## src/rtl/if_fetch_stage_pkg.sv

```systemverilog
// Shared constants for the IF stage: datapath width, instruction width, reset PC and bubble encoding.
package if_fetch_stage_pkg;
  localparam int          DEF_XLEN      = 32;
  localparam int          INSTR_WIDTH   = 32;
  localparam logic [31:0] DEF_RESET_PC  = 32'h0000_0000;
  localparam logic [31:0] DEF_NOP_INSTR = 32'h0000_0013;  // addi x0,x0,0
endpackage

```

## src/rtl/if_skid_buffer.sv

```systemverilog
// One-entry {pc, instr} holding register; load/drain take effect at the next edge.
// Backpressure: none; the caller guarantees load is never asserted while full.
module if_skid_buffer
  import if_fetch_stage_pkg::*;
#(
  parameter int PC_W    = DEF_XLEN,
  parameter int INSTR_W = INSTR_WIDTH
) (
  input  logic               clk,
  input  logic               rst_n,
  input  logic               load,
  input  logic               drain,
  input  logic               clear,
  input  logic [PC_W-1:0]    load_pc,
  input  logic [INSTR_W-1:0] load_instr,
  output logic               skid_vld,
  output logic [PC_W-1:0]    skid_pc,
  output logic [INSTR_W-1:0] skid_instr
);

  always_ff @(posedge clk or negedge rst_n) begin
    if (!rst_n) begin
      skid_vld   <= 1'b0;
      skid_pc    <= '0;
      skid_instr <= '0;
    end else if (clear) begin
      skid_vld <= 1'b0;
    end else if (load) begin
      skid_vld   <= 1'b1;
      skid_pc    <= load_pc;
      skid_instr <= load_instr;
    end else if (drain) begin
      skid_vld <= 1'b0;
    end
  end

endmodule

```

## src/rtl/if_fetch_stage.sv

```systemverilog
// Fetch PC + IF/ID register; fetch at cycle N lands in IF/ID after the edge ending N+1, 1 instr/cycle.
// Stall holds PC and IF/ID, parking the in-flight response in a skid entry; IF_PERF_CNT_EN adds flush/stall counters.
module if_fetch_stage
  import if_fetch_stage_pkg::*;
#(
  parameter int                      XLEN      = DEF_XLEN,
  parameter logic [XLEN-1:0]         RESET_PC  = DEF_RESET_PC,
  parameter logic [INSTR_WIDTH-1:0]  NOP_INSTR = DEF_NOP_INSTR
) (
  input  logic                   clk,
  input  logic                   rst_n,
  input  logic                   IF_flush,
  input  logic [XLEN-1:0]        branch_target,
  input  logic                   Stall,
  output logic                   imem_req,
  output logic [XLEN-1:0]        imem_addr,
  input  logic [INSTR_WIDTH-1:0] imem_rdata,
  output logic [XLEN-1:0]        IF_ID_pc,
  output logic [INSTR_WIDTH-1:0] IF_ID_instr,
  output logic                   IF_ID_valid
`ifdef IF_PERF_CNT_EN
  ,
  output logic [31:0]            flush_cnt,
  output logic [31:0]            stall_cnt
`endif
);

  logic [XLEN-1:0]        fetch_pc;
  logic                   resp_valid;
  logic [XLEN-1:0]        resp_pc;
  logic                   skid_vld;
  logic [XLEN-1:0]        skid_pc;
  logic [INSTR_WIDTH-1:0] skid_instr;
  logic                   advance;

  assign advance   = !IF_flush && !Stall;
  assign imem_req  = rst_n && !Stall;
  assign imem_addr = fetch_pc;

  // Only the first stall cycle can see a live response, so the skid is never overwritten.
  if_skid_buffer #(
    .PC_W    (XLEN),
    .INSTR_W (INSTR_WIDTH)
  ) u_skid (
    .clk        (clk),
    .rst_n      (rst_n),
    .load       (!IF_flush && Stall && resp_valid),
    .drain      (advance),
    .clear      (IF_flush),
    .load_pc    (resp_pc),
    .load_instr (imem_rdata),
    .skid_vld   (skid_vld),
    .skid_pc    (skid_pc),
    .skid_instr (skid_instr)
  );

  always_ff @(posedge clk or negedge rst_n) begin
    if (!rst_n) begin
      fetch_pc    <= RESET_PC;
      resp_valid  <= 1'b0;
      resp_pc     <= '0;
      IF_ID_pc    <= '0;
      IF_ID_instr <= NOP_INSTR;
      IF_ID_valid <= 1'b0;
    end else if (IF_flush) begin
      // Dropping resp_valid discards the wrong-path fetch issued this cycle.
      fetch_pc    <= branch_target;
      resp_valid  <= 1'b0;
      IF_ID_pc    <= '0;
      IF_ID_instr <= NOP_INSTR;
      IF_ID_valid <= 1'b0;
    end else if (Stall) begin
      resp_valid <= 1'b0;
    end else begin
      if (skid_vld) begin
        IF_ID_pc    <= skid_pc;
        IF_ID_instr <= skid_instr;
        IF_ID_valid <= 1'b1;
      end else begin
        IF_ID_pc    <= resp_pc;
        IF_ID_instr <= resp_valid ? imem_rdata : NOP_INSTR;
        IF_ID_valid <= resp_valid;
      end
      fetch_pc   <= fetch_pc + XLEN'(4);
      resp_valid <= 1'b1;
      resp_pc    <= fetch_pc;
    end
  end

`ifdef IF_PERF_CNT_EN
  always_ff @(posedge clk or negedge rst_n) begin
    if (!rst_n) begin
      flush_cnt <= '0;
      stall_cnt <= '0;
    end else begin
      if (IF_flush && (flush_cnt != '1)) flush_cnt <= flush_cnt + 32'd1;
      if (!IF_flush && Stall && (stall_cnt != '1)) stall_cnt <= stall_cnt + 32'd1;
    end
  end
`endif

endmodule

```

## config.mk

```make
export PLATFORM = sky130hd
export DESIGN_NAME = if_fetch_stage
export DESIGN_NICKNAME = d
export VERILOG_FILES = /design/src/rtl/if_fetch_stage_pkg.sv /design/src/rtl/if_skid_buffer.sv /design/src/rtl/if_fetch_stage.sv
export SDC_FILE = /design/constraint.sdc
export NUM_CORES = 1
export LEC_CHECK = 0
export CAP_MARGIN = 10
export CELL_PAD_IN_SITES_DETAIL_PLACEMENT = 1
export CELL_PAD_IN_SITES_GLOBAL_PLACEMENT = 1
export CORE_MARGIN = 1.5
export CORE_UTILIZATION = 41
export DETAILED_ROUTE_END_ITERATION = 12
export GPL_ROUTABILITY_DRIVEN = 0
export PLACE_DENSITY = 0.85
export SYNTH_ARGS = -nofsm -noshare
export SYNTH_HDL_FRONTEND = slang
export SYNTH_SLANG_ARGS = --single-unit
```

## constraint.sdc

```tcl
create_clock -name clk -period 2.5 [get_ports clk]
set_input_delay 0.5 -clock clk [delete_from_list [all_inputs] [get_ports clk]]
set_output_delay 0.5 -clock clk [all_outputs]
set_load 0.01 [all_outputs]
```

==> reports/qor.yml, run 1 <==
status: "finished, final reports clean"
diodes: 0
synth_compound_area_frac: 0.0822
drive_gt1_frac: 0.180
first_iter_violations: 261
worstSetupEndpointType: "register"
die_x_um: 147
tritoncts: "done"
holdCritPathClass: "in2async"
detail-route-antenna-nets: 0
worst-path-buf-inv: 0
stdcell_area_um2: 11100
max_clock_freq_mhz: 426
ctsResizeCount: 0
final_cells: 1174
initial_utilization: 0.420
drv_slew: 0
postSynthCellCount: 739
drt-vias-per-instance: 5.45
cpPeakStageDelay_ps: 690
cpMaxStageDelayCell: "or4_1"
synth-async-reset-ratio: 1.00
tns_ps: 0
core-area_um2: 20300
grt_usage: 0.220
grt_pass1_vias: 6977
yosys_warnings: 0
slew-limit-headroom: 0.377
synth-seq-area-share: 0.573
cp_max_fo: 10
wirelength_mm: 23.0
h-tree-depth: 4
synth_seq_cells: 195
post_cts_buffers: 0
dp.cells: 1142
syn_area_um2: 8530
yosys.area_share.simple: 0.133
avgSynthCellArea_um2: 11.5
ys.flop_type: "dfrtp_1"
ioPinCount: 166
synth_area_leaders: "dfrtp_1, mux2_2, mux2i_1"
core.rowCount: 52
dpl.hpwl_mm: 15.4
final_util: 0.545
drc: 0
clk_latency_ps: 440
cp_cell_sequence: "ha_1 -> nand4b_4 -> or4_1 -> or4_1 -> a31oi_1"
ctsHoldBuffers: 0
yosys.area.top_type: "dfrtp_1"
post-route-period-util: 0.938
synth_fa_ha_area_frac: 0.00147
dp_slack_ps: 128
clock-sinks: 195
die_h_um: 147
first_pass_iters: 5
fin_nets: 960
synth_xor_area_frac: 0.0134
synthesis.nets: 808
antenna_found_initial: 0
worst_ep_arrival_time_ps: 2700
clock_skew_ps: 10.9
crit_top_cell: "or4_1"
p_leak_nw: 4.53
synthTopCellsByCount: "dfrtp_1, mux2_2, nor2_1"
wire_per_inst_um: 19.6
yosys.area.top_type_share: 0.563
grt.overflow.total: 0
p_per_area_nw_per_um2: 729
drv_cap: 0
rsz0062_at_grt: "false"
synth_cell_types: 37
areaGrowthSynthToFinish_pct: 29.8
portBuffers: 165
grt_pass1_wl_mm: 37.4
crit_family: "simple AND/OR/NAND/NOR gates"
p_total_mw: 8.07
period_needed_ps: 2350
worstSetupPathType: "reg2reg"
cts_buffers: 17
vias: 6396
synth_edf_count: 0
worst_slew_pin_slew_ps: 934
max-vdd-ir-drop_uv: 421
place_area_um2: 10500
required_ps: 2850
setup_slack_ps: 154
yosysMostFrequentCell: "dfrtp_1"
synth_top_family_by_area: "multiplexers"
setup_viol: 0
cts_buffer_depth: 2
hold_violations: 0
die_area_um2: 21700
synthMuxAreaShare: 0.172
hold_slack_ps: 140
worst_setup_path_start_kind: "register"
cts-root-buf: "clkbuf_16"
clkTransAtPathRegs_ps: 70
grt_max_degree: 152
-- registers in the layout, summed over array words and instances (netlist names) --
signal and flops:
u_skid.skid_instr 32, IF_ID_pc 32, IF_ID_valid 1, imem_addr 32
u_skid.skid_vld 1, IF_ID_instr 32, resp_pc 32, u_skid.skid_pc 32
resp_valid 1
-- cells by family after synthesis --
family,Yosys count
mux,134
simple gates,226
fa+ha+maj,1
xor+xnor,13
buf+inv,58
compound gates,112
flops,195
-- cells in the final DEF, fill, tap and decap left out, drive strengths merged, types with 9 or more instances in the layout --
cell           Yosys  final
a21oi             37     37
a221oi            28     28
a31oi             15     15
buf                6     23
clkbuf            47     18
clkdlybuf4s50      0    162
dfrtp            192    192
inv                5     10
mux2              98     98
mux2i             36     36
nand2             24     24
nand3             10     10
nor2              87     87
nor2b             32     32
nor3              32     32
o21ai             26     26
xnor2              9      9
-- report_power, final --
| part | total (mW) | internal, mW | switching [mW] |
|---|---|---|---|
| logic | 1.43 | 0.811 | 0.623 |
| clock network | 2.57 | 1.30 | 1.28 |
| registers | 4.06 | 3.67 | 0.390 |
-- per-layer routing --
layer,vias up,global-route usage,share of wire
li1,2941,-,-
met1,3263,0.280,0.44
met2,153,0.379,0.51
met3,39,0.0323,0.029
met4,0,0.0830,0.023
met5,-,0,0
-- layout make-up --
class	count	area (um^2)
well taps	270	338
clock inverters	15	124
fillers	2123	9230
clock buffers	17	425
inverters	5	18.8
repair buffers	186	1830
multi-input cells	486	3440
flip-flops and latches	195	4890
-- path summary, 6_finish.rpt --
kind	slack, ps	from	to	cells past startpoint
setup / recovery	150	imem_addr[3]	imem_addr[28]	5
hold / removal	140	rst_n	u_skid.skid_instr[31]	2
setup reg to reg	150	imem_addr[3]	imem_addr[28]	5
hold reg to reg	480	IF_ID_valid	IF_ID_valid	1
max in group asynchronous	1460	rst_n	u_skid.skid_vld	2
min in group clk	370	IF_flush	IF_ID_pc[31]	2
No activity file was read; power rests on OpenSTA's default activity.
==> inputs of run 2 (changes only) <==
- GPL_TIMING_DRIVEN: default -> 1
==> results of run 2 <==
The final DEF is identical to that of run 1; final timing and power are the same.
==> inputs of run 3 (changes only) <==
- SKIP_LAST_GASP: default -> 1
==> results of run 3 <==
The final DEF is identical to that of run 1; final timing and power are the same.
